$ cat src/rtl/fc_tiled.sv
// Fully-connected layer evaluated NUM_LANES outputs at a time from a streamed weight port.
// Inputs, biases and relu_en are captured at start; each group runs BIAS, MAC beats and WB.
module fc_tiled #(
  parameter int DATA_WIDTH  = 8,
  parameter int ACC_WIDTH   = 32,
  parameter int NUM_INPUTS  = 48,
  parameter int NUM_OUTPUTS = 10,
  parameter int NUM_LANES   = 4
) (
  input  logic                              clk,
  input  logic                              rst,
  input  logic                              start,
  input  logic                              relu_en,
  input  logic [NUM_INPUTS*DATA_WIDTH-1:0]  in_vec_flat,
  input  logic [NUM_OUTPUTS*DATA_WIDTH-1:0] bias_flat,
  input  logic [NUM_LANES*DATA_WIDTH-1:0]   w_data,
  input  logic                              w_valid,
  output logic                              w_ready,
  output logic [NUM_OUTPUTS*ACC_WIDTH-1:0]  out_vec_flat,
  output logic                              busy,
  output logic                              finish
);

  localparam int DW     = DATA_WIDTH;
  localparam int AW     = ACC_WIDTH;
  localparam int GROUPS = (NUM_OUTPUTS + NUM_LANES - 1) / NUM_LANES;
  localparam int IW     = (NUM_INPUTS > 1) ? $clog2(NUM_INPUTS) : 1;
  localparam int GW     = (GROUPS > 1) ? $clog2(GROUPS) : 1;

  typedef enum logic [2:0] {
    S_IDLE = 3'd0,
    S_BIAS = 3'd1,
    S_MAC  = 3'd2,
    S_WB   = 3'd3,
    S_DONE = 3'd4
  } state_t;

  state_t                  state_r;
  logic [IW-1:0]           idx_r;
  logic [GW-1:0]           grp_r;
  logic                    relu_r;
  logic signed [DW-1:0]    in_r   [NUM_INPUTS];
  logic signed [DW-1:0]    bias_r [NUM_OUTPUTS];
  logic signed [AW-1:0]    acc_r  [NUM_LANES];
  logic [NUM_OUTPUTS*AW-1:0] out_r;
  logic                    w_ready_r;
  logic                    busy_r;
  logic                    finish_r;

  logic signed [2*DW-1:0]  prod_s [NUM_LANES];
  logic                    beat_s;
  logic                    last_beat_s;

  assign w_ready      = w_ready_r;
  assign out_vec_flat = out_r;
  assign busy         = busy_r;
  assign finish       = finish_r;

  assign beat_s      = w_valid && w_ready_r;
  assign last_beat_s = beat_s && (idx_r == IW'(NUM_INPUTS - 1));

  // Full-precision signed product of the current input element with each weight lane.
  always_comb begin
    for (int l = 0; l < NUM_LANES; l++) begin
      prod_s[l] = in_r[idx_r] * $signed(w_data[l*DW +: DW]);
    end
  end

  // Layer sequencer: operand latching, accumulation, writeback and handshake outputs.
  always_ff @(posedge clk or negedge rst) begin
    if (!rst) begin
      state_r   <= S_IDLE;
      idx_r     <= {IW{1'b0}};
      grp_r     <= {GW{1'b0}};
      relu_r    <= 1'b0;
      out_r     <= {(NUM_OUTPUTS*AW){1'b0}};
      w_ready_r <= 1'b0;
      busy_r    <= 1'b0;
      finish_r  <= 1'b0;
      for (int i = 0; i < NUM_INPUTS; i++) in_r[i] <= {DW{1'b0}};
      for (int j = 0; j < NUM_OUTPUTS; j++) bias_r[j] <= {DW{1'b0}};
      for (int l = 0; l < NUM_LANES; l++) acc_r[l] <= {AW{1'b0}};
    end else begin
      finish_r <= 1'b0;
      case (state_r)
        S_IDLE: begin
          if (start) begin
            for (int i = 0; i < NUM_INPUTS; i++) in_r[i] <= in_vec_flat[i*DW +: DW];
            for (int j = 0; j < NUM_OUTPUTS; j++) bias_r[j] <= bias_flat[j*DW +: DW];
            relu_r  <= relu_en;
            grp_r   <= {GW{1'b0}};
            busy_r  <= 1'b1;
            state_r <= S_BIAS;
          end
        end
        S_BIAS: begin
          // Padded lanes of the last group start from zero and are never written back.
          for (int l = 0; l < NUM_LANES; l++) begin
            if (int'(grp_r) * NUM_LANES + l < NUM_OUTPUTS)
              acc_r[l] <= AW'(bias_r[int'(grp_r) * NUM_LANES + l]);
            else
              acc_r[l] <= {AW{1'b0}};
          end
          idx_r     <= {IW{1'b0}};
          w_ready_r <= 1'b1;
          state_r   <= S_MAC;
        end
        S_MAC: begin
          if (beat_s) begin
            for (int l = 0; l < NUM_LANES; l++) acc_r[l] <= acc_r[l] + AW'(prod_s[l]);
            if (last_beat_s) begin
              w_ready_r <= 1'b0;
              state_r   <= S_WB;
            end else begin
              idx_r <= idx_r + {{(IW-1){1'b0}}, 1'b1};
            end
          end
        end
        S_WB: begin
          for (int l = 0; l < NUM_LANES; l++) begin
            if (int'(grp_r) * NUM_LANES + l < NUM_OUTPUTS)
              out_r[(int'(grp_r) * NUM_LANES + l)*AW +: AW] <=
                (relu_r && acc_r[l][AW-1]) ? {AW{1'b0}} : acc_r[l];
          end
          if (grp_r == GW'(GROUPS - 1)) begin
            finish_r <= 1'b1;
            state_r  <= S_DONE;
          end else begin
            grp_r   <= grp_r + {{(GW-1){1'b0}}, 1'b1};
            state_r <= S_BIAS;
          end
        end
        S_DONE: begin
          busy_r  <= 1'b0;
          state_r <= S_IDLE;
        end
        default: begin
          w_ready_r <= 1'b0;
          busy_r    <= 1'b0;
          state_r   <= S_IDLE;
        end
      endcase
    end
  end

endmodule
$ cat config.mk
export PLATFORM = sky130hd
export DESIGN_NAME = fc_tiled
export DESIGN_NICKNAME = d
export VERILOG_FILES = /design/src/rtl/fc_tiled.sv
export SDC_FILE = /design/constraint.sdc
export NUM_CORES = 2
export LEC_CHECK = 0
export BUFFER_PORTS_ARGS = -buffer_cell sky130_fd_sc_hd__clkbuf_2
export CAP_MARGIN = 20
export CORE_UTILIZATION = 60
export CTS_BUF_LIST = sky130_fd_sc_hd__clkbuf_8
export CTS_CLUSTER_DIAMETER = 60
export CTS_CLUSTER_SIZE = 16
export DETAILED_ROUTE_END_ITERATION = 12
export PLACE_DENSITY = 0.83
export REMOVE_ABC_BUFFERS = 1
export SLEW_MARGIN = 30
export SYNTH_ARGS = -nofsm -noshare
export SYNTH_HDL_FRONTEND = slang
export SYNTH_SLANG_ARGS = --single-unit
$ cat constraint.sdc
create_clock -name clk -period 21 [get_ports clk]
set_input_delay 2.1 -clock clk [delete_from_list [all_inputs] [get_ports clk]]
set_output_delay 2.1 -clock clk [all_outputs]
set_load 0.02 [all_outputs]
# After elaboration in Yosys (flattened, before gate mapping)

Index checks and enable logic that the tools add are counted.

Output and inout port bits: 323
Input port bits: 501
Bits in registers: 927

Equality and inequality tests: 11
$mul: 4
$add $sub $neg: 13
Multiplexer cells: 54
Bitwise operators: 7
Reductions and logical operators: 18
Magnitude comparators: 9
Shifts and indexed selects: 8

Operator list:

| kind                                                                       | number |
|---|---|
| 320-bit 2-to-1 mux                                                         | 7 |
| 320-bit bitwise mux                                                        | 4 |
| 32-bit by 33-bit variable shift with 320-bit output (first input constant) | 4 |
| 32-bit by 33-bit variable part select with 320-bit output                  | 4 |
| 32-bit 2-to-1 mux                                                          | 8 |
| 128-bit case mux with 2 select lines                                       | 1 |
| 32-bit by 16-bit adder with 32-bit output                                  | 4 |
| 8-bit binary-select mux with 4-bit select                                  | 4 |
| 32-bit by 5-bit >= comparator with 1-bit output (second input constant)    | 4 |
| 128-bit 2-to-1 mux                                                         | 1 |
| 10-bit negator with 33-bit output                                          | 3 |
| 32-bit by 5-bit < comparator with 1-bit output (second input constant)     | 3 |
| 32-bit inverter                                                            | 3 |
| 8-bit 2-to-1 mux                                                           | 10 |
| 8-bit by 8-bit multiplier with 16-bit output                               | 4 |
| 8-bit binary-select mux with 6-bit select                                  | 1 |
| 9-bit negator with 33-bit output                                           | 1 |
| 4-bit inverter with 32-bit output                                          | 1 |
| 3-bit 2-to-1 mux                                                           | 4 |
| 6-bit 2-to-1 mux                                                           | 2 |
| 3-bit case mux with 4 select lines                                         | 1 |
| 6-bit case mux with 2 select lines                                         | 1 |
| 3-bit AND reduction                                                        | 4 |
| 4-bit by 2-bit adder with 5-bit output (second input constant)             | 2 |
| other kinds (23)                                                           | 43 |

# Logic depth before layout (Yosys ltp)

Word-level depth: 14
Gate-level depth with buffers: 29

# Least setup slack after synthesis

No wires, ideal clock.

Kind: input to register
Start point: in w_data[17]
End point: reg acc_r[61] (netlist bit)
Path slack: 12.928 ns
Path buffers: 2
Arrival: 7.952 ns
Library setup time: 0.120 ns
Stages: 18
Data required time: 20.880 ns
Cells stage by stage: buf_1 -> and2_1 -> fa_1 -> fa_1 -> fa_1 -> fa_1 -> ha_1 -> ha_1 -> clkbuf_1 -> a21oi_1 -> nand2_1 -> a2111oi_0 -> a22oi_1 -> a2111oi_0 -> o21bai_1 -> a21oi_1 -> mux2i_1 -> nor2_1

Word-level cells in the longest chain between the ends: 4

RTL lines:

| item                                         | RTL line | source |
|---|---|---|
| start: declaration                           | 16       | `input logic [NUM_LANES*DATA_WIDTH-1:0] w_data,` |
| 8-bit by 8-bit multiplier with 16-bit output | 65       | `prod_s[l] = in_r[idx_r] * $signed(w_data[l*DW +: DW]);` |
| 32-bit by 16-bit adder with 32-bit output    | 110      | `for (int l = 0; l < NUM_LANES; l++) acc_r[l] <= acc_r[l] + AW'(prod_s[l]);` |
| 128-bit 2-to-1 mux                           | 109      | `if (beat_s) begin` |
| 128-bit case mux with 2 select lines         | 85       | `case (state_r)` |
| end signal: indexed assignment               | 100      | `acc_r[l] <= AW'(bias_r[int'(grp_r) * NUM_LANES + l]);` |
| end signal: indexed assignment               | 102      | `acc_r[l] <= {AW{1'b0}};` |
| end: declaration                             | 44       | `logic signed [AW-1:0] acc_r [NUM_LANES];` |

Every way passes these cells. The select of a mux whose other input is x is not followed.
A chain may end at the register's enable or synchronous reset.

# Final worst setup path

Start point: reg idx_r[1]
End point: reg acc_r[61] (netlist bit)

Word-level cells in the longest chain between the ends: 8

RTL lines:

| item                                                   | RTL line | source |
|---|---|---|
| start: declaration                                     | 39       | `logic [IW-1:0] idx_r;` |
| start signal: assignment                               | 73       | `idx_r <= {IW{1'b0}};` |
| start signal: assignment                               | 104      | `idx_r <= {IW{1'b0}};` |
| start signal: assignment                               | 115      | `idx_r <= idx_r + {{(IW-1){1'b0}}, 1'b1};` |
| 6-bit inverter with 7-bit output (implied by the code) | 65       |  |
| 8-bit binary-select mux with 6-bit select              | 65       |  |
| 8-bit 2-to-1 mux (implied by the code) (2 in series)   | 65       |  |
| 8-bit by 8-bit multiplier with 16-bit output           | 65       |  |
| 32-bit by 16-bit adder with 32-bit output              | 110      |  |
| 128-bit 2-to-1 mux                                     | 109      |  |
| 128-bit case mux with 2 select lines                   | 85       |  |

Every way passes these cells. The select of a mux whose other input is x is not followed.

==> qor.txt <==
post-cts resize count: 0
critical path launch point type: register
max layer used: met5
ys async rst share: 1.00
drt pass-1 iters: 6
CTS sink cnt: 927
worst skew pair latency: 0.81 ns
Cell Area, Placed: 65300 µm²
cells after synthesis: 5039
Fill cells: 7092
Crit Path Max Fanout: 43
max_slew headroom: 0.247
final hold violations: 0
Setup Fix Bufs, Post-CTS: 0
Die Width: 317 µm
top_reg_cell synth: dfrtp_1
register area: 23200 µm²
Starting Density: 0.605
end of the worst register-to-register path: acc_r[61]
IO Pins: 824
DRC viols: 0
#FFs+latches synth: 927
Setup CP Type: reg -> reg
Max clock buf depth: 3
die area: 101000 µm²
number of buffers created by CTS: 86
DR WL met2: 80.5 mm
worst path arrival time: 10.63 ns
crit path to: acc_r[61]
fin crit share: 0.474
WL/cell: 23.2 µm
Max-Cap Viols: 0
Final Setup Violations: 0
met3 routed wirelength: 13.5 mm
PortBufs: 823
synth warn: 0
Setup crit end kind: register
Metal-1 WL: 62.8 mm
RePlAce Congestion: 0.979
Crit Reg-Reg Startpoint: idx_r[1]
Syn Area/Cell: 11.8 µm²
Post-synth EDFFs: 0
worst clock skew: 0.0367 ns
CTS tree: done
min cycle time layout: 9.95 ns
H-tree levels: 3
Initial DRC Count: 2988
Final Instance Area: 67300 µm²
RSZ-0062 raised after global routing: no
Total GRT Usage: 0.336
global-route wire length before repair: 257 mm
Post-DRT Antenna Nets: 0
core area: 98400 µm²
CP startpoint: idx_r[1]
layout cells sized above 1: 0.287
vias in the first global route: 45198
Worst R2R Path Depth: 25
max-slew violations: 0
WP data required: 21.67 ns
Root Driver: clkbuf_8
largest net degree at the start of global routing: 191
final core utilization: 0.683
Overflow after GRT: 0
Min-Delay Path Class: reg -> reg
Chip Height: 317 µm
area grow syn2layout: 12.9%
multi-input logic area: 34100 µm²
Distinct cells, synth: 71
clk slew on worst S/H paths: 0.10 ns
CTS Hold Bufs: 0
nets: 7115
status: completed
Routed WL: 166 mm
initial antenna violation count: 39
# rows: 115
Post-DP HPWL: 124 mm
r2r setup slk: 11.05 ns
Seq/Total Area, Yosys: 0.389
via/cell ratio: 5.93
cell area after synthesis: 59600 µm²
DR vias: 42440
Fmax: 100 MHz
Final TNS setup: 0 ns
Tightest Pin Transition: 1.13 ns
==> cell type report <==
class | count | share of cell area
Tap cell | 1287 | 0.0239
Timing Repair Buffer | 899 | 0.0719
Clock inverter | 45 | 0.00792
Clock buffer | 94 | 0.0192
Multi-Input combinational cell | 3460 | 0.508
Sequential cell | 927 | 0.345
Inverter | 408 | 0.0228
Antenna cell | 35 | 0.00130
==> worst min path at each step <==
stage,end,slack [ns],from,cells after the start
6_report,out_vec_flat[48],0.49,out_vec_flat[48],2
5_1_grt,out_vec_flat[286],0.51,out_vec_flat[286],2
4_1_cts,out_vec_flat[47],0.49,out_vec_flat[47],2
3_3_place_gp,out_vec_flat[63],0.46,out_vec_flat[63],2
2_1_floorplan,bias_r[23],0.48,bias_r[23],1
3_5_place_dp,out_vec_flat[47],0.47,out_vec_flat[47],2
==> metrics by stage <==
step	instances	hold WS, ns	setup WS [ns]
3_5_place_dp	6979	0.469	11.20
6_report	7155	0.485	11.05
4_1_cts	7118	0.490	11.06
3_3_place_gp	6977	0.460	11.32
2_1_floorplan	4795	0.475	-32.41
5_1_grt	7145	0.511	10.53
==> routing by layer <==
| metal | GRT usage | vias up |
|---|---|---|
| met3 | 0.0828 | 453 |
| met4 | 0.167 | 20 |
| li1 | - | 18623 |
| met1 | 0.421 | 21606 |
| met5 | 0 | - |
| met2 | 0.547 | 1738 |
==> critical path, stage by stage, from the launching register on <==
cell and delay [ns]:
dfrtp_4 0.76, buf_4 0.43, buf_4 0.60, mux4_2 0.40, mux4_2 0.51, mux2i_1 0.31
o22ai_4 0.11, buf_4 0.27, and2_1 0.29, fa_1 0.50, inv_1 0.22, fa_1 0.60
inv_1 0.72, fa_1 0.56, fa_1 0.50, ha_1 0.30, ha_1 0.40, a21oi_1 0.21
nand2_1 0.07, a2111oi_0 0.36, a22oi_1 0.25, a2111oi_0 0.65, o21bai_1 0.15, a21oi_1 0.19
mux2i_1 0.26, nor2_1 0.10
==> placed cells by master (no fill, tap or decap), drive strengths merged, types with 9 or more instances in the layout <==
cell type / instances
nor2b: 16
nand2: 551
and2: 158
or3: 9
and3: 11
clkinv: 15
a21o: 26
nand2b: 20
mux2: 467
a221oi: 13
buf: 77
mux4: 120
dfrtp: 927
nand3: 26
inv: 428
nor3: 36
o211ai: 15
a211oi: 36
fa: 544
xor2: 33
o21ai: 251
a22o: 157
o21a: 13
nor2: 214
ha: 288
a21oi: 208
o21bai: 16
xnor2: 85
clkbuf: 916
mux2i: 41
diode: 35
o31ai: 10
==> synthesized netlist by cell type (36+ instances only) <==
cell | count | area [µm²]
ha_1 | 288 | 3600
fa_1 | 544 | 10900
nor2_1 | 214 | 803
xnor2_1 | 85 | 744
mux4_2 | 120 | 2700
mux2_2 | 467 | 5260
a21oi_1 | 208 | 1040
a22o_1 | 157 | 1380
clkbuf_1 | 213 | 800
and2_1 | 156 | 976
inv_1 | 403 | 1510
dfrtp_1 | 927 | 23200
nor3_1 | 36 | 180
mux2i_1 | 41 | 410
o21ai_0 | 249 | 1250
nand2_1 | 551 | 2070
==> registers in the layout (all words and copies together) (netlist names), 2 cells and up <==
name / flops
in_r: 384
out_vec_flat: 320
acc_r: 128
bias_r: 80
idx_r: 6
state_r: 3
grp_r: 2
==> logic make-up after synthesis <==
family | Yosys count | synth area share
AOI/OAI and AO/OA | 807 | 0.0875
xor gates and xnor gates | 118 | 0.0173
adders and majority gates | 832 | 0.243
buffers and inverters | 652 | 0.0417
DFF | 927 | 0.389
muxes | 628 | 0.141
and+or+nand+nor | 1075 | 0.0803
Power is left out: the tool's default activity adds up to more than one toggle a clock period on the data nets, which glitch-free logic cannot reach.
